## src/rtl/iter_divider_pkg.sv

```systemverilog
// rtl/iter_divider_pkg.sv - shared types and sizing for the iterative divider
package iter_divider_pkg;

  localparam int WORD = 32;

  typedef enum logic [1:0] {
    IDLE = 2'd0,
    CALC = 2'd1,
    SIGN = 2'd2
  } state_t;

  // Counter must be able to hold the full iteration count (0..word).
  function automatic int cnt_width(input int w);
    return $clog2(w + 1);
  endfunction

endpackage

```

## src/rtl/iter_divider_div_step.sv

```systemverilog
// rtl/iter_divider_div_step.sv - one restoring-division step (compare and conditional subtract)
module div_step
  import iter_divider_pkg::*;
#(
  parameter int word = WORD
) (
  input  logic [word:0]   rem_shifted,
  input  logic [word-1:0] dvs,
  output logic [word-1:0] next_rem,
  output logic            q_bit
);

  // The compare needs the carried-out bit; the difference always fits in word bits.
  assign q_bit    = (rem_shifted >= {1'b0, dvs});
  assign next_rem = q_bit ? (rem_shifted[word-1:0] - dvs) : rem_shifted[word-1:0];

endmodule

```

## src/rtl/iter_divider.sv

```systemverilog
// rtl/iter_divider.sv - multi-cycle restoring divider for DIV/DIVU feeding HI/LO
module iter_divider
  import iter_divider_pkg::*;
#(
  parameter int word = WORD
) (
  input  logic            clk,
  input  logic            rst_n,
  input  logic            start,
  input  logic            is_signed,
  input  logic [word-1:0] dividend,
  input  logic [word-1:0] divisor,
  output logic            busy,
  output logic            done,
  output logic [word-1:0] quotient,
  output logic [word-1:0] remainder,
  output logic            div_by_zero
);

  localparam int CW = cnt_width(word);
  localparam logic [CW-1:0] LAST = CW'(word - 1);

  state_t          state, state_nx;
  logic [CW-1:0]   cnt;
  logic            sgn, dvd_neg, dvs_neg, zdiv;
  logic [word-1:0] dvs, rem, quo;
  logic [word:0]   rem_sh;
  logic [word-1:0] next_rem;
  logic            q_bit;

  assign rem_sh = {rem, quo[word-1]};

  div_step #(.word(word)) u_step (
    .rem_shifted (rem_sh),
    .dvs         (dvs),
    .next_rem    (next_rem),
    .q_bit       (q_bit)
  );

  always_ff @(posedge clk or negedge rst_n) begin
    if (!rst_n) state <= IDLE;
    else        state <= state_nx;
  end

  always_comb begin
    state_nx = state;
    case (state)
      IDLE:    if (start) state_nx = (divisor == '0) ? SIGN : CALC;
      CALC:    if (cnt == LAST) state_nx = SIGN;
      SIGN:    state_nx = IDLE;
      default: state_nx = IDLE;
    endcase
  end

  always_comb begin
    busy = (state != IDLE);
  end

  always_ff @(posedge clk or negedge rst_n) begin
    if (!rst_n) begin
      cnt         <= '0;
      sgn         <= 1'b0;
      dvd_neg     <= 1'b0;
      dvs_neg     <= 1'b0;
      zdiv        <= 1'b0;
      dvs         <= '0;
      rem         <= '0;
      quo         <= '0;
      done        <= 1'b0;
      quotient    <= '0;
      remainder   <= '0;
      div_by_zero <= 1'b0;
    end else begin
      done <= 1'b0;
      case (state)
        IDLE: if (start) begin
          sgn         <= is_signed;
          dvd_neg     <= is_signed & dividend[word-1];
          dvs_neg     <= is_signed & divisor[word-1];
          dvs         <= (is_signed & divisor[word-1]) ? -divisor : divisor;
          // A zero divisor skips iteration, so keep the raw dividend for the remainder.
          quo         <= (divisor == '0) ? dividend :
                         ((is_signed & dividend[word-1]) ? -dividend : dividend);
          zdiv        <= (divisor == '0);
          rem         <= '0;
          cnt         <= '0;
          div_by_zero <= 1'b0;
        end
        CALC: begin
          rem <= next_rem;
          quo <= {quo[word-2:0], q_bit};
          cnt <= cnt + CW'(1);
        end
        SIGN: begin
          done <= 1'b1;
          if (zdiv) begin
            quotient    <= '1;
            remainder   <= quo;
            div_by_zero <= 1'b1;
          end else begin
            quotient  <= (sgn && (dvd_neg ^ dvs_neg)) ? -quo : quo;
            remainder <= (sgn && dvd_neg) ? -rem : rem;
          end
        end
        default: ;
      endcase
    end
  end

endmodule

```

## config.mk

```make
export PLATFORM = sky130hd
export DESIGN_NAME = iter_divider
export DESIGN_NICKNAME = d
export VERILOG_FILES = /design/src/rtl/iter_divider_pkg.sv /design/src/rtl/iter_divider_div_step.sv /design/src/rtl/iter_divider.sv
export SDC_FILE = /design/constraint.sdc
export NUM_CORES = 1
export LEC_CHECK = 0
export ABC_CLOCK_PERIOD_IN_PS = 3640
export CORE_MARGIN = 2
export CORE_UTILIZATION = 35
export DETAILED_ROUTE_END_ITERATION = 8
export PLACE_DENSITY = 0.53
export SKIP_LAST_GASP = 1
export SLEW_MARGIN = 20
export SYNTH_ARGS = -nofsm -noshare
export SYNTH_HDL_FRONTEND = slang
export SYNTH_HIERARCHICAL = 1
export SYNTH_SLANG_ARGS = --single-unit
export TNS_END_PERCENT = 30
```

## constraint.sdc

```tcl
create_clock -name clk -period 3.64 [get_ports clk]
set_clock_uncertainty 0.15 [all_clocks]
set_input_delay 1.092 -clock clk [delete_from_list [all_inputs] [get_ports clk]]
set_output_delay 1.092 -clock clk [all_outputs]
set_load 0.01 [all_outputs]
```

### Yosys cells after proc, flatten, opt, wreduce, memory -nomap -nowiden

Index checks and enable logic that the tools add are counted.

* register bits: 174
* bits of input ports: 68

* add/sub/neg operators: 6
* magnitude comparators: 1
* equality and inequality tests: 6
* mux-type cells: 22
* bitwise logic cells: 3
* reductions and logical operators: 11

Operator list (number)
* $mux 32: 10
* $neg 32->32: 4
* $pmux 32 s2: 2
* $ge 33x32->1: 1
* $logic_not 32->1: 1
* $sub 32x32->32: 1
* $pmux 6 s2: 1
* $add 6x1->6 const B: 1
* $eq 6x5->1 const B: 1
* $mux 2: 3
* $mux 6: 1
* $ne 2x2->1 const B: 3
* $reduce_and 2->1: 3
* $reduce_bool 2->1: 3
* $pmux 2 s2: 1
* $mux 1: 3
* $reduce_and 3->1: 1
* $and 1x1->1: 2
* $eq 2x1->1 const B: 1
* $eq 2x2->1 const B: 1
* $logic_and 1x1->1: 2
* $logic_not 2->1: 1
* $pmux 1 s2: 1
* $xor 1x1->1: 1

### Depth between registers and ports, before layout

Gate-level depths: netlist (run 1).

* depth in word-level cells: 5
* depth in mapped cells: 15

### By module

The synthesis (run 1) kept the hierarchy.

Modules (own cells, without submodules)
* iter_divider: instances 1, cells each 1142, area an instance 9888.2 µm², sequential area each 4354.2 µm²
* div_step: instances 1, cells each 330, area an instance 2391.0 µm², sequential area each 0.0 µm²

### Least setup slack after synthesis (run 1)

OpenSTA, ideal clock, no wires.

* kind: register to register
* start: reg rem[5]
* end: reg rem[10]
* arrival time: 2799 ps
* setup slack: 558 ps
* cell stages (with the launch flop): 13
* path buffers: 1
* period minus slack after synthesis: 3082 ps
* cells stage by stage: dfrtp_1 > ha_1 > a21o_1 > a221o_1 > a21oi_2 > nor3_1 > nor4_1 > o21ai_1 > o32ai_4 > buf_6 > mux2_4 > nand2_1 > o21ai_0

* word-level cells in the longest chain between the ends: 3
* elaborated cells on any way between the ends: 4
* those cells by class: add/sub: 1; order compare: 1; mux: 2

Ends and longest elaborated chain
* start: declaration: line iter_divider.sv:26 `logic [word-1:0] dvs, rem, quo;`
* start signal: assignment: line iter_divider.sv:90 `rem <= next_rem;`
* $sub 32x32->32 or $ge 33x32->1 (tied branches): line iter_divider_div_step.sv:15, iter_divider_div_step.sv:14
* $mux 32 *: line iter_divider_div_step.sv:15 `assign next_rem = q_bit ? (rem_shifted[word-1:0] - dvs) : rem_shifted[word-1:0];`
* net next_rem[10]: line iter_divider.sv:28 `logic [word-1:0] next_rem;`
* $pmux 32 s2 *: line iter_divider.sv:75 `case (state)`

Mark *: on every way through the listed nets, which the timed path passes. The rest lies on a longest branch.
A chain may end at the register's enable or synchronous reset.

### Worst setup path after layout (run 1)

* start: reg rem[25]
* end: reg rem[3]

* word-level cells in the longest chain between the ends: 3

Ends and longest elaborated chain
* $ge 33x32->1: line iter_divider_div_step.sv:14 `assign q_bit = (rem_shifted >= {1'b0, dvs});`
* $mux 32: line iter_divider_div_step.sv:15
* net next_rem[3]: line iter_divider.sv:28
* $pmux 32 s2: line iter_divider.sv:75

The timed path passes the listed nets, and every way through them passes these cells.

==> impl_metrics.toml, run 1 <==
[cells_and_area]
multiInputGateArea_um2 = 7290
drive_gt1_share_pct = 10.7
areaGrowthSynthToFinish_pct = 22.8
final_core_util_pct = 43.7
final_nets = 1717
diodes = 0
fillers = 3524
seqCellArea_um2 = 4350

[setup_path]
reg2reg_to = "rem[3]"
slowest_delay_ns = 0.47
cp_max_fo = 16
crit_start = "rem[25]"
r2r_start = "rem[25]"
reg2reg_slack_ns = 0.15
cp-start-kind = "flop"
path_depth = 12
cp_cell_sequence = "ha_1, nand4_1, or3_1, o22ai_1, nor4_1, o21ai_1, o32ai_4, buf_12, buf_12, mux2_1, nand2_1, o21ai_0"
cp.buffers_inverters = 2
reg2reg_depth = 12
cp.required_ns = 3.81
crit_arrival_ns = 3.66
cpMostUsedCell = "buf_12"
path_class = "flop to flop"
slowest_stage = "ha_1"
end_kind = "flop"
cpLargestDelayFamily = "compound AO/OA/AOI/OAI gates"

[floorplanning]
start_util_pct = 35.5
rows = 68
die_area_um2 = 36600
die_x_um = 191
die_y_um = 191
ios = 135
coreArea_um2 = 34500

[power]
power_leakage_nw = 6.29
power.switching_mw = 5.60
share_comb_of_total_power_pct = 58.5
vdd_drop_max_v = 0.000645
pwr-share-clk_pct = 15.2
swShare_pct = 44.3
pwr-share-seq_pct = 26.3
internal_power_mw = 7.03
finalPower_mw = 12.6
power_density_nw_per_um2 = 838

[outcome]
status = "completed"

[clock_network]
cts_tree = "yes"
insertion_delay_ns = 0.46
clock-sinks = 174
h-tree-depth = 4
path_clk_slew_ns = 0.08
clk_path_buf_depth = 2
cts_buffers = 17
root_buffer = "clkbuf_16"

[logic_synthesis]
avgSynthCellArea_um2 = 8.34
ys_ff_latch = 174
synthXorXnorAreaFrac_pct = 10.1
synthesis.area_um2 = 12300
synth_compound_gate_area_share_pct = 19.4
syn-instance-count = 1472
yosys_warnings = 6
seq_area_frac_synth_pct = 35.5
synthAdderAreaFrac_pct = 3.93
synth_top_family_by_area = "simple AND/OR/NAND/NOR gates"
synth_edf_count = 0
synth_ff_type = "dfrtp_1"
synth.distinct_cells = 81
muxShareOfSynthArea_pct = 4.49
post_synth_and_or_nand_nor_area_fraction_pct = 21.2
syn_nets = 1578
synthArstFlopShare_pct = 100

[sta]
rsz0062_at_grt = "yes"
setup_violations = 0
finalCritPeriodShare_pct = 95.8
slew_headroom_pct = 42.6
period_needed_ns = 3.49
worst_slack_ns = 0.154
hold_slack_ns = 0.279
finalMaxSlewViolations = 0
setup_tns_ns = 0
worstMarginPinSlew_ns = 0.862
hold_viol_final = 0
fmax_ghz = 0.287

[grt]
antenna_found_initial = 0
grt_max_degree = 90
grt_usage_pct = 21.3
grt_remaining_overflow = 0
grt_pass1_vias = 10800
grt_pass1_wl_mm = 60.4

[routing]
drc = 0
totalWireLength_mm = 38.5
wl_per_cell_um = 18.5
vias = 11100
viasPerCell = 5.36
drtAntennaViolNets = 0
first_iter_violations = 790
first_pass_iters = 5

[placed_design]
place_hpwl_mm = 28.7
pre_cts_ws_ns = -0.0420
port_buffers = 134
gp_congestion = 0.855

[min_path]
hold_class = "primary input to asynchronous set/reset pin"

[job]
drv_cap = 0
==> per-layer routing <==
metal	wire length, um	vias up	track usage, %
li1	-	5468	-
met4	452	0	4.88
met1	19200	5361	31.7
met3	1840	26	3.03
met2	17000	285	32.4
met5	0	-	0
==> state kept, by name, summed over array words and instances, names as in the netlist <==
name	count
state	2
quo	32
dvs	32
dvs_neg	1
quotient	32
rem	32
remainder	32
zdiv	1
done	1
sgn	1
cnt	6
dvd_neg	1
div_by_zero	1
==> power groups by stage <==
stage          Combinational [mW]  Clock, mW  Sequential, mW
2_1_floorplan                5.28          0            3.07
3_3_place_gp                 7.08          0            3.33
3_5_place_dp                 7.16          0            3.33
4_1_cts                      7.18       1.97            3.30
5_1_grt                      8.23       2.04            3.39
6_report                     7.39       1.92            3.32
==> what timing repair did <==
| item | CTS | global route |
|---|---|---|
| buffers inserted | 0 | 1 |
| endpoints found under the setup margin | 0 | 5 |
| hold buffers | 0 | 0 |
| gates resized for setup | 0 | 1 |
==> cell type report <==
| class | instances | area share (%) |
|---|---|---|
| repair buffers | 212 | 13.5 |
| well taps | 455 | 3.77 |
| flip-flops and latches | 174 | 28.9 |
| multi-input cells | 1145 | 48.3 |
| clock buffers | 18 | 2.91 |
| clock inverters | 14 | 1.12 |
| inverters | 61 | 1.52 |
==> synthesized netlist by cell type, drive strengths merged (21+ instances only) <==
cell type,count,share of area (%)
nand2,195,6.0
dfrtp,174,35
o21ai,162,6.6
a21oi,130,5.4
nor2,108,3.3
clkbuf,72,2.4
xor2,72,5.1
xnor2,69,4.9
inv,61,1.9
nand3,53,2.2
ha,37,3.8
and3,30,1.5
mux2,29,3.3
nor3,26,1.2
o31ai,21,1.3
==> kinds of logic (layout without fill, tap and decap cells) <==
family	after synthesis	count (layout)
AO/OA/AOI/OAI	403	403
XOR/XNOR	141	141
adder cells (fa/ha/maj)	38	38
buffers and inverters	153	305
flip-flops	174	174
multiplexers	44	44
AND/OR/NAND/NOR	519	519
==> cell usage in the layout, fill, tap and decap left out, types with 6 or more instances in the layout <==
cell | Yosys | routed
a21o_1 | 13 | 13
a21oi_1 | 128 | 128
a31oi_1 | 8 | 8
and2_1 | 7 | 7
and3_1 | 29 | 29
buf_12 | 0 | 7
buf_4 | 0 | 69
clkbuf_16 | 0 | 18
clkdlybuf4s50_1 | 0 | 133
dfrtp_1 | 174 | 174
ha_1 | 37 | 37
inv_1 | 61 | 61
mux2_1 | 8 | 8
mux2_4 | 20 | 20
mux2i_1 | 15 | 15
nand2_1 | 194 | 194
nand2b_1 | 8 | 6
nand3_1 | 53 | 53
nand3b_1 | 8 | 8
nand4_1 | 13 | 13
nor2_1 | 108 | 107
nor3_1 | 23 | 22
nor4_1 | 8 | 8
o211ai_1 | 16 | 16
o21ai_0 | 150 | 150
o21ai_1 | 11 | 11
o31ai_1 | 21 | 21
o41ai_1 | 11 | 11
or3_1 | 13 | 13
or4_1 | 9 | 9
xnor2_1 | 69 | 69
xor2_1 | 72 | 72
==> stage by stage <==
| stage | cells | cell area, um^2 |
|---|---|---|
| floorplan | 1472 | 12300 |
| global placement | 2044 | 14400 |
| detailed placement | 2044 | 14400 |
| CTS | 2076 | 15000 |
| global route | 2079 | 15100 |
| finish | 2079 | 15100 |
==> worst max path at each step <==
stage / to / slack [ns]
global route: rem[25] / -0.02
global placement: quo[13] / 0.007
finish: rem[3] / 0.15
floorplan: rem[10] / 0.56
detailed placement: quo[13] / -0.04
CTS: rem[8] / 0.19
Note: power is estimated with default switching activity, not from simulation.
==> inputs of run 2 (changes only) <==
Settings changed: SLEW_MARGIN 20 to 0.
==> results of run 2 <==
No change in the layout: final DEF, timing and power equal those of run 1.
